$ cat config.mk
export PLATFORM = sky130hd
export DESIGN_NAME = alink_slave_mc
export DESIGN_NICKNAME = d
export VERILOG_FILES = /design/src/rtl/alink_slave_mc.sv
export SDC_FILE = /design/constraint.sdc
export NUM_CORES = 1
export LEC_CHECK = 0
export CORE_MARGIN = 1.5
export CORE_UTILIZATION = 35
export DETAILED_ROUTE_END_ITERATION = 6
export DONT_BUFFER_PORTS = 1
export SKIP_LAST_GASP = 1
export SLEW_MARGIN = 15
export SYNTH_ARGS = -nofsm -noshare
export SYNTH_HDL_FRONTEND = slang
export SYNTH_SLANG_ARGS = --single-unit
$ cat constraint.sdc
create_clock -name clk -period 2.2 [get_ports clk]
set_input_delay 0.33 -clock clk [delete_from_list [all_inputs] [get_ports clk]]
set_output_delay 0.33 -clock clk [all_outputs]
set_load 0.02 [all_outputs]
$ cat src/rtl/alink_slave_mc.sv
// alink_slave_mc: Wishbone register slave for the multi-channel ALINK.
// Define ALINK_IRQ_EN to add the CTRL register and the RX-level irq.
module alink_slave_mc #(
   parameter int CH_NUM    = 4,
   parameter int FLUSH_LEN = 4,
   parameter int TXCNT_W   = 11,
   parameter int RXCNT_W   = 10
) (
   input  logic                  clk,
   input  logic                  rst_n,
   input  logic                  ALINK_STB_I,
   input  logic                  ALINK_WE_I,
   input  logic [7:0]            ALINK_ADR_I,
   input  logic [31:0]           ALINK_DAT_I,
   output logic                  ALINK_ACK_O,
   output logic                  ALINK_ERR_O,
   output logic [31:0]           ALINK_DAT_O,
   output logic                  txfifo_push,
   output logic [31:0]           txfifo_din,
   input  logic                  txfull,
   input  logic [TXCNT_W-1:0]    txcnt,
   output logic                  rxfifo_pop,
   input  logic [31:0]           rxfifo_dout,
   input  logic                  rxempty,
   input  logic [RXCNT_W-1:0]    rxcnt,
   output logic                  reg_flush,
   output logic [32*CH_NUM-1:0]  reg_mask,
   input  logic [32*CH_NUM-1:0]  busy,
   output logic                  alink_irq
);

   localparam logic [31:0] DEAD = 32'hdeaddead;
   localparam logic [3:0]  FLEN = 4'(FLUSH_LEN);

   logic        ack_q, ack_d;
   logic [31:0] dat_q, dat_d;
   logic        push_q, push_d;
   logic [31:0] din_q, din_d;
   logic [3:0]  fcnt_q, fcnt_d;
   logic        ovf_q, ovf_d;
   logic        udf_q, udf_d;
   logic [31:0] mask_q [CH_NUM];
   logic [31:0] mask_d [CH_NUM];

   logic        acc, wr, rd;
   logic        sel_tx, sel_st, sel_ctl, sel_rx;
   logic        sel_mk, sel_bz;
   logic [2:0]  idx;
   logic        idx_ok;
   logic [31:0] state_w, ctrl_w, rdata;
   logic [31:0] mk_rd, bz_rd;

   assign acc    = ALINK_STB_I & ~ack_q;
   assign wr     = acc & ALINK_WE_I;
   assign rd     = acc & ~ALINK_WE_I;
   assign idx    = ALINK_ADR_I[4:2];
   assign idx_ok = {29'd0, idx} < 32'(CH_NUM);

   assign sel_tx = ALINK_ADR_I == 8'h00;
   assign sel_st = ALINK_ADR_I == 8'h04;
   assign sel_rx = ALINK_ADR_I == 8'h10;
   assign sel_mk = (ALINK_ADR_I[7:5] == 3'b001) &
                   (ALINK_ADR_I[1:0] == 2'b00) & idx_ok;
   assign sel_bz = (ALINK_ADR_I[7:5] == 3'b010) &
                   (ALINK_ADR_I[1:0] == 2'b00) & idx_ok;

   assign state_w = {12'(rxcnt), 3'b000, rxempty,
                     12'(txcnt), udf_q, ovf_q,
                     reg_flush, txfull};

   // FWFT head is consumed in the same cycle the read is accepted
   assign rxfifo_pop = rd & sel_rx & ~rxempty;

   // bank lookup for MASK/BUSY reads
   always_comb begin
      mk_rd = '0;
      bz_rd = '0;
      for (int i = 0; i < CH_NUM; i++) begin
         if (idx == 3'(i)) begin
            mk_rd = mask_q[i];
            bz_rd = busy[32*i +: 32];
         end
      end
   end

   // read data mux, unmapped reads give the dead pattern
   always_comb begin
      rdata = DEAD;
      unique case (1'b1)
         sel_st:  rdata = state_w;
         sel_ctl: rdata = ctrl_w;
         sel_rx:  rdata = rxempty ? DEAD : rxfifo_dout;
         sel_mk:  rdata = mk_rd;
         sel_bz:  rdata = bz_rd;
         default: rdata = DEAD;
      endcase
   end

   // next state for handshake, TX path, flush and sticky flags
   always_comb begin
      ack_d  = acc;
      dat_d  = dat_q;
      push_d = 1'b0;
      din_d  = din_q;
      fcnt_d = fcnt_q;
      ovf_d  = ovf_q;
      udf_d  = udf_q;
      if (fcnt_q != 4'd0) fcnt_d = fcnt_q - 4'd1;
      if (rd) dat_d = rdata;
      if (wr & sel_tx & ~txfull) begin
         push_d = 1'b1;
         din_d  = ALINK_DAT_I;
      end
      if (wr & sel_st) begin
         if (ALINK_DAT_I[1]) fcnt_d = FLEN;
         if (ALINK_DAT_I[2]) ovf_d = 1'b0;
         if (ALINK_DAT_I[3]) udf_d = 1'b0;
      end
      // a set event beats a same-cycle clear
      if (wr & sel_tx & txfull) ovf_d = 1'b1;
      if (rd & sel_rx & rxempty) udf_d = 1'b1;
   end

   // mask bank write
   always_comb begin
      for (int i = 0; i < CH_NUM; i++) begin
         mask_d[i] = mask_q[i];
         if (wr & sel_mk & (idx == 3'(i)))
            mask_d[i] = ALINK_DAT_I;
      end
   end

   // core registers
   always_ff @(posedge clk) begin
      if (!rst_n) begin
         ack_q  <= 1'b0;
         dat_q  <= DEAD;
         push_q <= 1'b0;
         din_q  <= '0;
         fcnt_q <= '0;
         ovf_q  <= 1'b0;
         udf_q  <= 1'b0;
      end else begin
         ack_q  <= ack_d;
         dat_q  <= dat_d;
         push_q <= push_d;
         din_q  <= din_d;
         fcnt_q <= fcnt_d;
         ovf_q  <= ovf_d;
         udf_q  <= udf_d;
      end
   end

   // mask bank registers
   always_ff @(posedge clk) begin
      for (int i = 0; i < CH_NUM; i++) begin
         if (!rst_n) mask_q[i] <= '0;
         else        mask_q[i] <= mask_d[i];
      end
   end

   for (genvar g = 0; g < CH_NUM; g++) begin : g_mask
      assign reg_mask[32*g +: 32] = mask_q[g];
   end

`ifdef ALINK_IRQ_EN
   logic [11:0] thr_q, thr_d;
   logic        ien_q, ien_d;
   logic        irq_q, irq_d;
   logic        lvl_hit;

   assign sel_ctl = ALINK_ADR_I == 8'h08;
   assign ctrl_w  = {15'd0, ien_q, 4'd0, thr_q};
   assign lvl_hit = (thr_q != 12'd0) &
                    (12'(rxcnt) >= thr_q);

   // CTRL update and interrupt condition
   always_comb begin
      thr_d = thr_q;
      ien_d = ien_q;
      if (wr & sel_ctl) begin
         thr_d = ALINK_DAT_I[11:0];
         ien_d = ALINK_DAT_I[16];
      end
      irq_d = ien_q & (lvl_hit | ovf_q | udf_q);
   end

   // CTRL and interrupt registers
   always_ff @(posedge clk) begin
      if (!rst_n) begin
         thr_q <= '0;
         ien_q <= 1'b0;
         irq_q <= 1'b0;
      end else begin
         thr_q <= thr_d;
         ien_q <= ien_d;
         irq_q <= irq_d;
      end
   end

   assign alink_irq = irq_q;
`else
   assign sel_ctl   = 1'b0;
   assign ctrl_w    = DEAD;
   assign alink_irq = 1'b0;
`endif

   assign ALINK_ACK_O = ack_q;
   assign ALINK_ERR_O = 1'b0;
   assign ALINK_DAT_O = dat_q;
   assign txfifo_push = push_q;
   assign txfifo_din  = din_q;
   assign reg_flush   = fcnt_q != 4'd0;

endmodule

**Yosys cells after proc, flatten, opt, wreduce, memory -nomap -nowiden**

Memories as Yosys holds them, arrays and structs flattened.
Cells that the tools add are included.

- Memories kept: 1
- Output and inout bits: 198
- Bits in writable memories: 128
- Logic and storage cells: 84
- Bits in registers: 72
- Bits of input ports: 227

- Bitwise logic cells: 27
- Multiplexer cells: 30
- Add/subtract/negate cells: 1
- Reductions and logical operators: 10
- Order comparisons: 1
- Eq/ne operators: 7

Memory list:

| memory | words | width | read ports | clocked after memory_dff | write ports | line | RTL |
|---|---|---|---|---|---|---|---|
| mask_q | 4 | 32 | 4 | 0 | 4 | 42 | `logic [31:0] mask_q [CH_NUM];` |

Operators by type and width:

| cell | count |
|---|---|
| $mux W32 | 17 |
| $pmux W32 S4 | 1 |
| $and A1 B1 Y1 | 19 |
| $mux W4 | 3 |
| $eq A3 B2 Y1 const B | 3 |
| $mux W1 | 9 |
| $eq A8 B3 Y1 const B | 1 |
| $eq A8 B5 Y1 const B | 1 |
| $logic_not A8 Y1 | 1 |
| $reduce_bool A2 Y1 | 4 |
| $eq A3 B1 Y1 const B | 2 |
| $not A1 Y1 | 4 |
| $or A1 B1 Y1 | 4 |
| $reduce_and A2 Y1 | 2 |
| $reduce_bool A4 Y1 | 1 |
| $sub A4 B1 Y4 const B | 1 |
| $logic_not A3 Y1 | 1 |
| $lt A3 B3 Y1 const B | 1 |
| $logic_not A2 Y1 | 1 |

**Longest topological paths before layout**

- Depth in word-level cells: 7
- Gate-level depth with buffers: 9
- Mapped depth without buffers: 6

**Worst setup path after synthesis**

OpenSTA, ideal clock, no wires.

- Path kind: input to register
- Start: input ALINK_ADR_I[6]
- End: memory mask_q[0][17]
- Library setup time: 116 ps
- Path slack: -34 ps
- Arrival time: 2,117 ps
- Path buffers: 3
- Data required time: 2,084 ps
- Cell stages on the path: 8
- Cells stage by stage: or4_1 -> buf_2 -> or4_4 -> or2_1 -> clkbuf_1 -> buf_2 -> nand2_1 -> a21boi_1

RTL lines:

| element | line | RTL |
|---|---|---|
| from (decl) | 13 | `input logic [7:0] ALINK_ADR_I,` |
| to (decl) | 42 |  |

**Final worst setup path**

- Start: register ack_q, in the netlist ALINK_ACK_O
- End: output rxfifo_pop

- Cells in the longest elaborated chain, start to end: 5

RTL lines:

| element | line | RTL |
|---|---|---|
| from (decl) | 35 | `logic ack_q, ack_d;` |
| from (signal assigned) | 144 | `ack_q <= ack_d;` |
| $not A1 Y1 | 53 | `assign acc = ALINK_STB_I & ~ack_q;` |
| $and A1 B1 Y1 | 53 |  |
| $and A1 B1 Y1 | 55 | `assign rd = acc & ~ALINK_WE_I;` |
| $and A1 B1 Y1 (2 in a row) | 72 | `assign rxfifo_pop = rd & sel_rx & ~rxempty;` |
| to (decl) | 22 | `output logic rxfifo_pop,` |

No other way between the ends.

==> impl_metrics.yaml <==
cells_and_area:
  layout.cells.non_filler: 1567
  layout_common_cells: "309 x nand2_1, 200 x dfxtp_1, 69 x a21boi_1"
  regArea_sq_um: 4000
  fillers: 2807
  areaGrowthSynthToFinish_pct: 13.7
  multi_input_area_sq_um: 5500
  layout_commonest_cell: "nand2_1"
  finalCoreUtilization_pct: 40.6
  layout.nets: 1400
  drive_above_1_share_pct: 13.2
  fin_area_sq_um: 11300
critical_path:
  critPathKind: "register to output pin"
  crit_required_ns: 1.87
  reg2reg_from: "mask_q[3][6]"
  reg2reg_slack_ns: 0.29
  cp-end-kind: "output pin"
  worst_r2r_endpoint: "ALINK_DAT_O[6]"
  worstSetupStartpointType: "register"
  reg2regPathDepth: 4
  cp.arrival_ns: 1.72
  worstPathMaxFanout: 7
global_routing:
  gr-total-overflow: 0
  first_global_vias: 8299
  grt_start_max_net_pins: 204
  grt_pass1_wl_mm: 55.1
  grt_usage_pct: 26.2
  antenna_found_initial: 5
clocking:
  htreeDepth: 4
  cts_buffers: 17
  post_cts_buffers: 0
  cts_tree: "done"
  clock_sinks: 200
  cts.reportedPaths.clkPinSlew_ns: 0.08
  cts_buffer_depth: 2
  clk_latency_ns: 0.44
  clock-root-buffer: "clkbuf_16"
synthesis:
  synth_fa_ha_area_share_pct: 0.126
  synth-compound-area-share_pct: 24.5
  seq_area_frac_synth_pct: 40.2
  syn_area_sq_um: 9950
  synthFlopType: "dfxtp_1"
  ys.warnings.count: 0
  synth_seq_cells: 200
  ys_async_sr_fraction_pct: 0
  synthCells: 1200
  synth_top_family_by_area: "compound AO/OA/AOI/OAI gates"
  synth_cell_types: 56
  synthSimpleGateAreaFrac_pct: 21.3
  yosys.area_share.xor_xnor_pct: 0.264
  synth_edf_count: 0
  synthMuxAreaShare_pct: 8.69
  syn_area_per_cell_sq_um: 8.29
die:
  die_area_sq_um: 29500
  ios: 425
  start_util_pct: 35.7
  die_w_um: 172
  core_area_sq_um: 27900
  rows: 61
  die_height_um: 172
sta:
  slew_violations: 0
  finalCritPeriodShare_pct: 93.4
  fmax_ghz: 0.487
  clock_skew_ns: 0.0117
  worst_pin_slew_ns: 0.572
  min_period_ns: 2.05
  finalSetupViolCount: 0
  hold_viol: 0
  relSlewSlack_pct: 61.5
  rsz0062_at_grt: "false"
detailed_routing:
  vias: 8886
  drt.antenna.violating_nets: 0
  wl_per_cell_um: 25.4
  drcViolationCount: 0
  viasPerCell: 5.67
  first_pass_iters: 5
  drt_wl_total_mm: 39.8
  drt_iter0_drc: 550
placed_design:
  hpwl_mm: 29.0
  dpl_cell_area_sq_um: 10500
  place.detailed.instances: 1515
  gp_congestion: 0.825
  portBuffers: 0
hold_path:
  worstHoldPathType: "input pin to register"
  hold_end: "mask_q[3][25]"
  min_path_cells: 2
  hold_start: "ALINK_DAT_I[25]"
power:
  leakage_uw: 0.00363
  power_density_nw_per_um2: 684
  ir_drop_uv: 406
job:
  drv_cap: 0
run_status:
  outcome: "completed"
-- cell families after synthesis --
logic type	Yosys count
AO/OA/AOI/OAI	348
XOR/XNOR	3
adder cells (fa/ha/maj)	1
buffers and inverters	111
flip-flops	200
multiplexers	52
other	1
AND/OR/NAND/NOR	484
-- how the worst max path moves through the flow --
stage,startpoint,endpoint,slack [ns],depth (start not counted)
final,ALINK_ACK_O,rxfifo_pop,0.15,4
after global routing,ALINK_ACK_O,rxfifo_pop,0.08,4
after CTS,ALINK_ACK_O,rxfifo_pop,0.12,4
after detailed placement,ALINK_ADR_I[6],mask_q[2][6],-0.04,6
after global placement,ALINK_ADR_I[6],txfifo_din[11],-0.03,6
after floorplan,ALINK_ADR_I[6],mask_q[0][30],-0.03,8
-- worst max-delay path, cell delays in order (launching register included) --
cell,delay (ns)
dfxtp_1,0.31
buf_4,0.14
or3b_4,0.43
nor3_1,0.20
buf_4,0.20
-- registers in the layout, indices dropped and copies added, names as in the netlist --
signal,flops
ALINK_ACK_O,1
txfifo_din,32
mask_q,128
udf_q,1
fcnt_q,4
ALINK_DAT_O,32
txfifo_push,1
ovf_q,1
-- per-layer routing --
| layer | wire length, um | GRT usage, % | vias up |
|---|---|---|---|
| met5 | 10 | 0 | - |
| met4 | 1280 | 10.9 | 2 |
| met3 | 3750 | 8.28 | 52 |
| met2 | 18600 | 42.4 | 435 |
| met1 | 16200 | 31.9 | 4223 |
| li1 | - | - | 4174 |
-- layout make-up --
type                    instances  share of cell area (%)
repair buffers                 61                    5.95
diodes                          4                  0.0885
clock inverters                14                    1.81
clock buffers                  18                    3.88
inverters                       2                  0.0664
multi-input cells             890                    48.6
well taps                     378                    4.18
flip-flops and latches        200                    35.4
-- report_power, final --
| part | switching (uW) | total (uW) | internal, uW |
|---|---|---|---|
| combinational | 284 | 579 | 294 |
| sequential | 33.4 | 3680 | 3650 |
| clock | 1590 | 3480 | 1890 |
-- cell usage after synthesis (all sizes together), types with 23 or more instances --
cell | number | share of area (%)
a211oi | 43 | 3.2
a21boi | 129 | 9.7
a21oi | 25 | 1.3
a22oi | 23 | 1.7
buf | 45 | 2.4
clkbuf | 64 | 2.4
dfxtp | 200 | 40
mux4 | 26 | 5.9
nand2 | 309 | 12
nand3 | 37 | 1.9
nor2 | 56 | 2.1
o21ai | 53 | 2.7
or2 | 28 | 1.8
-- per-stage QoR --
step / setup TNS [ns] / hold slack (ns) / setup slack, ns / power (uW)
floorplan: -0.667 / 0.460 / -0.0334 / 4280
global placement: -0.292 / 0.462 / -0.0253 / 4300
detailed placement: -1.07 / 0.469 / -0.0448 / 4320
CTS: 0 / 0.000289 / 0.117 / 7810
global route: 0 / 0.00299 / 0.0758 / 8010
finish: 0 / 0.0146 / 0.146 / 7740
-- repair_timing --
item,4_1_cts,5_1_grt
hold endpoints to repair,25,0
endpoints found under the setup margin,1,0
hold buffers,16,0
resized for setup,1,0
(Power assumes the default switching activity.)
